File: config.mk
export PLATFORM = sky130hd
export DESIGN_NAME = logic_pod_ram_writer
export DESIGN_NICKNAME = d
export VERILOG_FILES = /design/src/rtl/logic_pod_pkg.sv /design/src/rtl/logic_pod_ram_writer_burst_stage.sv /design/src/rtl/logic_pod_ram_writer.sv
export SDC_FILE = /design/constraint.sdc
export NUM_CORES = 2
export LEC_CHECK = 0
export BUFFER_PORTS_ARGS = -buffer_cell sky130_fd_sc_hd__buf_2
export CORE_ASPECT_RATIO = 2
export CORE_MARGIN = 2
export CORE_UTILIZATION = 53
export CTS_CLUSTER_DIAMETER = 200
export DETAILED_ROUTE_END_ITERATION = 10
export PLACE_DENSITY = 0.76
export SYNTH_ARGS = -nofsm -noshare
export SYNTH_HDL_FRONTEND = slang
export SYNTH_SLANG_ARGS = --single-unit
File: constraint.sdc
create_clock -name clk_ram -period 25.1 [get_ports clk_ram]
set_clock_uncertainty 0.2 [all_clocks]
set_input_delay 5.02 -clock clk_ram [delete_from_list [all_inputs] [get_ports clk_ram]]
set_output_delay 5.02 -clock clk_ram [all_outputs]
set_load 0.05 [all_outputs]
File: src/rtl/logic_pod_pkg.sv
// Shared definitions for the logic pod RAM writer: descriptor layout, burst shape,
// staging entry type and FSM encodings.
package logic_pod_pkg;

  localparam int unsigned ADDR_DESC_WIDTH  = 29;
  localparam int unsigned ADDR_DESC_WR_BIT = 28;
  localparam int unsigned POD_BIT          = 27;
  localparam int unsigned CHAN_MSB         = 26;
  localparam int unsigned CHAN_LSB         = 24;
  localparam int unsigned PTR_MSB          = 23;
  localparam int unsigned PTR_LSB          = 2;
  localparam int unsigned BURST_ADDR_WIDTH = 28;
  localparam int unsigned BURST_BEATS      = 2;
  localparam int unsigned DATA_WIDTH       = 256;

  localparam logic [2:0] APP_CMD_WRITE = 3'b000;

  typedef struct packed {
    logic [BURST_ADDR_WIDTH-1:0] addr;
    logic [DATA_WIDTH-1:0]       beat0;
    logic [DATA_WIDTH-1:0]       beat1;
  } burst_entry_t;

  typedef enum logic [1:0] {FtIdle, FtBeat0, FtBeat1} fetch_state_e;
  typedef enum logic [1:0] {IsBeat0, IsBeat1, IsDataDone} issue_state_e;

  function automatic logic desc_is_valid(input logic [ADDR_DESC_WIDTH-1:0] desc,
                                         input logic pod_lsb);
    return desc[ADDR_DESC_WR_BIT] && (desc[POD_BIT] == pod_lsb);
  endfunction

  // Rebuilds the burst address from its named fields; the low bits are always zero
  // in a well-formed descriptor but are carried through unchanged.
  function automatic logic [BURST_ADDR_WIDTH-1:0] desc_addr(
      input logic [ADDR_DESC_WIDTH-1:0] desc);
    return {desc[POD_BIT], desc[CHAN_MSB:CHAN_LSB], desc[PTR_MSB:PTR_LSB],
            desc[PTR_LSB-1:0]};
  endfunction

endpackage

File: src/rtl/logic_pod_ram_writer_burst_stage.sv
// Two-entry staging queue of complete bursts; occupancy also counts reserved
// (in-flight) slots so the fetch unit never overcommits.
module logic_pod_burst_stage
  import logic_pod_pkg::*;
(
  input  logic         i_clk,
  input  logic         i_rst,
  input  logic         i_reserve,
  input  logic         i_push,
  input  logic         i_cancel,
  input  logic         i_pop,
  input  burst_entry_t i_push_entry,
  output logic         o_head_valid,
  output burst_entry_t o_head,
  output logic [1:0]   o_occupancy
);

  burst_entry_t r_mem [2];
  logic         r_wr_ptr;
  logic         r_rd_ptr;
  logic [1:0]   r_held;
  logic [1:0]   r_occ;

  always_ff @(posedge i_clk or posedge i_rst) begin
    if (i_rst) begin
      r_wr_ptr <= 1'b0;
      r_rd_ptr <= 1'b0;
      r_held   <= 2'd0;
      r_occ    <= 2'd0;
    end else begin
      if (i_push) r_wr_ptr <= ~r_wr_ptr;
      if (i_pop)  r_rd_ptr <= ~r_rd_ptr;
      r_held <= r_held + {1'b0, i_push} - {1'b0, i_pop};
      // A push turns a reserved slot into a held one, so it leaves occupancy alone.
      r_occ  <= r_occ + {1'b0, i_reserve} - {1'b0, i_pop} - {1'b0, i_cancel};
    end
  end

  always_ff @(posedge i_clk) begin
    if (i_push) r_mem[r_wr_ptr] <= i_push_entry;
  end

  assign o_head_valid = (r_held != 2'd0);
  assign o_head       = r_mem[r_rd_ptr];
  assign o_occupancy  = r_occ;

endmodule

File: src/rtl/logic_pod_ram_writer.sv
// Drains descriptor and data FIFOs into 512-bit DRAM write bursts (one command plus
// two 256-bit beats), with a two-entry staging queue between fetch and issue.
module logic_pod_ram_writer
  import logic_pod_pkg::*;
#(
  parameter int unsigned POD_NUMBER     = 0,
  parameter int unsigned APP_ADDR_WIDTH = 29
) (
  input  logic                       clk_ram,
  input  logic                       rst,
  output logic                       addr_fifo_rd_en,
  input  logic [ADDR_DESC_WIDTH-1:0] addr_fifo_rd_data,
  input  logic [7:0]                 addr_fifo_rd_size,
  output logic                       data_fifo_rd_en,
  input  logic [DATA_WIDTH-1:0]      data_fifo_rd_data,
  input  logic [8:0]                 data_fifo_rd_size,
  output logic                       app_en,
  output logic [2:0]                 app_cmd,
  output logic [APP_ADDR_WIDTH-1:0]  app_addr,
  input  logic                       app_rdy,
  output logic                       app_wdf_wren,
  output logic [DATA_WIDTH-1:0]      app_wdf_data,
  output logic                       app_wdf_end,
  input  logic                       app_wdf_rdy,
  output logic                       idle,
  output logic [31:0]                burst_count,
  output logic [15:0]                bad_desc_count
);

  localparam logic POD_LSB = 1'(POD_NUMBER % 2);

  fetch_state_e                r_fetch_state, w_fetch_state_d;
  issue_state_e                r_iss_state, w_iss_state_d;
  logic                        r_addr_pop, r_data_pop;
  logic                        r_desc_ok;
  logic [BURST_ADDR_WIDTH-1:0] r_desc_addr;
  logic [DATA_WIDTH-1:0]       r_beat0;
  logic                        r_cmd_done;
  logic [31:0]                 r_burst_count;
  logic [15:0]                 r_bad_count;
  logic                        r_idle;

  logic         w_launch, w_capture, w_complete, w_push, w_cancel;
  logic         w_addr_ok, w_data_ok, w_space;
  logic [1:0]   w_occupancy, w_occ_eff;
  logic         w_head_valid;
  burst_entry_t w_head, w_push_entry;
  logic         w_cmd_fire, w_beat_fire, w_data_done, w_cmd_done, w_retire;

  // Size inputs lag one cycle behind a pop, so last cycle's pops are discounted.
  assign w_addr_ok = addr_fifo_rd_size > {7'd0, r_addr_pop};
  assign w_data_ok = data_fifo_rd_size >= (9'd2 + {8'd0, r_data_pop});
  assign w_occ_eff = w_occupancy - {1'b0, w_retire} - {1'b0, w_cancel};
  assign w_space   = w_occ_eff < 2'd2;
  assign w_launch  = ((r_fetch_state == FtIdle) || (r_fetch_state == FtBeat1)) &&
                     w_space && w_addr_ok && w_data_ok;

  always_ff @(posedge clk_ram or posedge rst) begin
    if (rst) r_fetch_state <= FtIdle;
    else     r_fetch_state <= w_fetch_state_d;
  end

  always_comb begin
    w_fetch_state_d = r_fetch_state;
    unique case (r_fetch_state)
      FtIdle:  if (w_launch) w_fetch_state_d = FtBeat0;
      FtBeat0: w_fetch_state_d = FtBeat1;
      FtBeat1: w_fetch_state_d = w_launch ? FtBeat0 : FtIdle;
      default: w_fetch_state_d = FtIdle;
    endcase
  end

  always_comb begin
    addr_fifo_rd_en = w_launch;
    data_fifo_rd_en = w_launch || (r_fetch_state == FtBeat0);
    w_capture       = (r_fetch_state == FtBeat0);
    w_complete      = (r_fetch_state == FtBeat1);
  end

  always_ff @(posedge clk_ram or posedge rst) begin
    if (rst) begin
      r_addr_pop  <= 1'b0;
      r_data_pop  <= 1'b0;
      r_desc_ok   <= 1'b0;
      r_desc_addr <= '0;
      r_beat0     <= '0;
    end else begin
      r_addr_pop <= addr_fifo_rd_en;
      r_data_pop <= data_fifo_rd_en;
      if (w_capture) begin
        r_desc_ok   <= desc_is_valid(addr_fifo_rd_data, POD_LSB);
        r_desc_addr <= desc_addr(addr_fifo_rd_data);
        r_beat0     <= data_fifo_rd_data;
      end
    end
  end

  // Bad descriptors still consume both data words; they simply release their slot.
  assign w_push       = w_complete && r_desc_ok;
  assign w_cancel     = w_complete && !r_desc_ok;
  assign w_push_entry = '{addr: r_desc_addr, beat0: r_beat0, beat1: data_fifo_rd_data};

  logic_pod_burst_stage u_stage (
    .i_clk        (clk_ram),
    .i_rst        (rst),
    .i_reserve    (w_launch),
    .i_push       (w_push),
    .i_cancel     (w_cancel),
    .i_pop        (w_retire),
    .i_push_entry (w_push_entry),
    .o_head_valid (w_head_valid),
    .o_head       (w_head),
    .o_occupancy  (w_occupancy)
  );

  assign w_cmd_fire  = app_en && app_rdy;
  assign w_beat_fire = app_wdf_wren && app_wdf_rdy;
  assign w_data_done = (r_iss_state == IsDataDone) ||
                       ((r_iss_state == IsBeat1) && w_beat_fire);
  assign w_cmd_done  = r_cmd_done || w_cmd_fire;
  assign w_retire    = w_head_valid && w_data_done && w_cmd_done;

  always_ff @(posedge clk_ram or posedge rst) begin
    if (rst) begin
      r_iss_state <= IsBeat0;
      r_cmd_done  <= 1'b0;
    end else begin
      r_iss_state <= w_iss_state_d;
      r_cmd_done  <= w_retire ? 1'b0 : w_cmd_done;
    end
  end

  always_comb begin
    w_iss_state_d = r_iss_state;
    if (w_retire) begin
      w_iss_state_d = IsBeat0;
    end else begin
      unique case (r_iss_state)
        IsBeat0:    if (w_beat_fire) w_iss_state_d = IsBeat1;
        IsBeat1:    if (w_beat_fire) w_iss_state_d = IsDataDone;
        IsDataDone: w_iss_state_d = IsDataDone;
        default:    w_iss_state_d = IsBeat0;
      endcase
    end
  end

  always_comb begin
    app_en       = w_head_valid && !r_cmd_done;
    app_cmd      = APP_CMD_WRITE;
    app_addr     = '0;
    app_wdf_wren = 1'b0;
    app_wdf_end  = 1'b0;
    app_wdf_data = '0;
    if (app_en) app_addr = APP_ADDR_WIDTH'(w_head.addr);
    if (w_head_valid) begin
      unique case (r_iss_state)
        IsBeat0: begin
          app_wdf_wren = 1'b1;
          app_wdf_data = w_head.beat0;
        end
        IsBeat1: begin
          app_wdf_wren = 1'b1;
          app_wdf_end  = 1'b1;
          app_wdf_data = w_head.beat1;
        end
        default: ;
      endcase
    end
  end

  always_ff @(posedge clk_ram or posedge rst) begin
    if (rst) begin
      r_burst_count <= 32'd0;
      r_bad_count   <= 16'd0;
      r_idle        <= 1'b1;
    end else begin
      if (w_retire) r_burst_count <= r_burst_count + 32'd1;
      if (w_cancel && (r_bad_count != 16'hFFFF)) r_bad_count <= r_bad_count + 16'd1;
      r_idle <= (w_occupancy == 2'd0) && !app_en && !app_wdf_wren;
    end
  end

  assign idle           = r_idle;
  assign burst_count    = r_burst_count;
  assign bad_desc_count = r_bad_count;

endmodule
==> results.md <==
- Status: finished, final reports clean
- Fmax: 76.3 MHz
- Max Cap Viol: 0
- Sequential fraction of the synthesis area: 74.0%
- Drt pass-1 iters: 6
- Top-level I/O count: 648
- Largest family of logic cells by synthesized area: multiplexers
- Gpl congestion: 0.922
- CTS tree: done
- Cell Area, Synth: 55600 µm²
- Asr flop ratio synth: 24.3%
- GR Util All Layers: 22.0%
- Final-report hold violation count: 0
- Avg Cell Area, Syn: 17.5 µm²
- Fin crit period: 13.11 ns
- Share of post-route cells with drive strength above 1: 43.4%
- Number of synthesized flops with an enable pin: 1080
- Simple logic cell fraction of the synthesized area: 2.99%
- Syn Inst Count: 3180
- Detailed Route WL: 121000 µm
- Kind of end point of the critical path: primary output
- Row count: 168
- Die ar.: 108000 µm²
- Crit Path Class: primary input to primary output
- Met2 Use GR: 37.5%
- CP required: 19.88 ns
- Lkg Pwr: 23.9 nW
- PnR Total Power: 8.58 mW
- Post-Synth XOR/XNOR Area: 0.772%
- Via/cell ratio: 5.68
- Die width: 233 µm
- Peak VDD IR: 0.000127 V
- Sink Count: 1427
- Post-DP HPWL: 72300 µm
- Die span in y: 462 µm
- Sum Neg Setup Slack: 0 ns
- Clock slew at reported path FFs: 0.06 ns
- Busiest grt layer: met2
- CTS Buf Count: 114
- CTS root buffer: clkbuf_16
- Area grow syn2layout: 15.3%
- Synth Register Bits: 1427
- Clock Latency Late Sink: 0.71 ns
- Initial Util: 53.2%
- # DRC: 0
- GR Util met1: 26.1%
- Adder-cell area share of the yosys netlist: 0.284%
- Synth Area in Compound Gates: 3.69%
- Clock Tree Buf Depth: 3
- Final ANT Viol Nets: 0
- Met3 Usage GRT: 7.27%
- Via Count: 29919
- Htree depth: 3
- Number of DRC markers in iteration 0: 1931
- First-pass GRT wire length: 180000 µm
- Fin crit share: 52.2%
- Nets: 4114
- Setup Fix Bufs, Post-CTS: 0
- Max-slew violations: 0
- PostCTS Resize Cnt: 0
- Setup violations, final: 0
- Slew @ Worst Pin: 1.29 ns
- Port Buffers: 643
- Initial antenna violation count: 37
- Ys Warns: 0
- Crit path max fanout: 7
- Worst Hold Class: flip-flop to flip-flop
- RSZ-0062 raised after global routing: false
- Cts hold-fix bufs: 0
- Top_reg_cell synth: edfxtp_1
- Pwr Density: 134 nW/µm²
- Max_slew headroom: 12.1%
- Core footprint: 104000 µm²
- Number of global-route vias before repair: 30929
- Largest net degree at the start of global routing: 153
- Unique cell type count in the Yosys netlist: 45
- CP Launch Type: primary input
- Wirelength per Cell: 23.0 µm
- Multiplexer share of the synthesized area: 16.7%
- Crit path DAT: 7.89 ns
- Gr ovfl total: 0
area by class of cell:
cell class	count	area [µm²]
Clock buffer	153	3200
Inverter	12	52.6
Timing Repair Buffer	683	3580
Sequential cell	1427	41100
Antenna cell	10	25.0
Fill cell	7586	40400
Multi-Input combinational cell	1558	13700
Tap cell	1360	1700
Clock inverter	64	716
per-stage QoR:
| stage | worst slack, ns | instances | utilization [%] | area, µm² | hold WS, ns |
|---|---|---|---|---|---|
| floorplan | 0.456 | 3183 | - | 55600 | 0.208 |
| global placement | 12.02 | 5040 | 57.5 | 60100 | 0.243 |
| detailed placement | 11.95 | 5040 | 57.5 | 60100 | 0.250 |
| CTS | 11.93 | 5257 | 61.3 | 64000 | 0.249 |
| global route | 11.76 | 5262 | 61.3 | 64000 | 0.256 |
| finish | 11.99 | 5267 | 61.3 | 64100 | 0.254 |
layer usage:
metal | vias up | part of all wire [%] | wire length [µm]
li1 | 13371 | - | -
met1 | 15304 | 38 | 45700
met2 | 954 | 50 | 61100
met3 | 236 | 8.7 | 10500
met4 | 54 | 3.1 | 3750
met5 | - | 0.27 | 331
kinds of logic (layout without fill, tap and decap cells):
kind of cell | after synthesis | count (layout)
simple gates | 389 | 389
buf+inv | 198 | 912
flops | 1427 | 1427
xor+xnor | 49 | 49
mux | 828 | 828
compound gates | 276 | 276
other cells | 1 | 14
fa+ha+maj | 12 | 12
cells in the final DEF (no fill, tap or decap), types with 5 or more instances in the layout:
cell type	netlist	routed
and3_1	5	5
and4_1	5	5
a21oi_1	5	5
xnor2_1	36	36
bufinv_16	0	12
clkinv_4	0	5
nor4_1	5	5
mux2_2	799	799
mux2i_1	29	29
buf_4	5	35
nand2_1	20	20
buf_12	0	5
xor2_1	13	13
ha_1	11	9
inv_6	0	6
nand3_1	16	16
a22oi_1	256	256
clkbuf_8	0	14
clkinv_2	0	23
clkinvlp_4	0	8
dfrtp_1	346	345
buf_2	72	643
clkinv_1	0	5
nor2_1	304	301
inv_1	12	11
clkbuf_16	0	117
diode_2	0	10
edfxtp_1	1080	1080
clkbuf_1	100	22
nand4_1	13	13
registers in the layout (all words and copies together), names as in the netlist, 16 cells and up:
register,cells
u_stage.r_mem,1080
r_beat0,256
burst_count,32
r_desc_addr,28
bad_desc_count,16
cells in the mapped netlist, drive strengths merged (2+ instances only):
cell	instances	area share [%]
xnor2	36	0.57
dfrtp	346	16
or2	4	0.045
nor2	304	2.1
nor3b	3	0.050
clkbuf	100	0.68
edfxtp	1080	58
inv	12	0.081
o21ai	5	0.045
mux2i	29	0.52
nand4	13	0.15
xor2	13	0.20
ha	11	0.25
and3	5	0.056
a22oi	256	3.5
and4	5	0.079
a2111oi	2	0.032
nand3b	2	0.027
or3	2	0.023
nand3	17	0.16
nor2b	2	0.023
nand2	20	0.14
mux2	799	16
nor4	7	0.13
a31oi	3	0.034
buf	86	0.78
a21oi	6	0.061
nor3	2	0.018
worst paths after layout:
kind / from / end / slack, ns / depth (start not counted)
worst max-delay path: app_wdf_rdy / addr_fifo_rd_en / 11.99 / 9
worst min-delay path: r_beat0[225]$_DFFE_PP0P_ / u_stage.r_mem[1][481]$_DFFE_PP_ / 0.25 / 0
worst max register to register: r_iss_state[1]$_DFFE_PP0P_ / u_stage.o_occupancy[1]$_DFF_PP0_ / 20.25 / 13
worst min register to register: r_beat0[225]$_DFFE_PP0P_ / u_stage.r_mem[1][481]$_DFFE_PP_ / 0.25 / 0
max in group asynchronous: rst / bad_desc_count[3]$_DFFE_PP0P_ / 18.82 / 3
min in group asynchronous: rst / r_desc_addr[22]$_DFFE_PP0P_ / 4.30 / 2
power by group:
group          total (mW)  internal [mW]  leakage, nW  switching [mW]
Sequential           3.33           3.09         13.9           0.236
Combinational        3.40           1.08         8.09            2.32
Clock                1.85           1.03         1.92           0.826
worst max-delay path, cell delays in order:
cell and delay [ns]:
buf_2 0.11, a21oi_2 0.20, nor2_1 0.09, o21ai_1 0.34, ha_1 0.33, a21oi_1 0.18, xor2_1 0.11, a2111oi_0 1.07
buf_2 0.43
(Power assumes the default switching activity.)
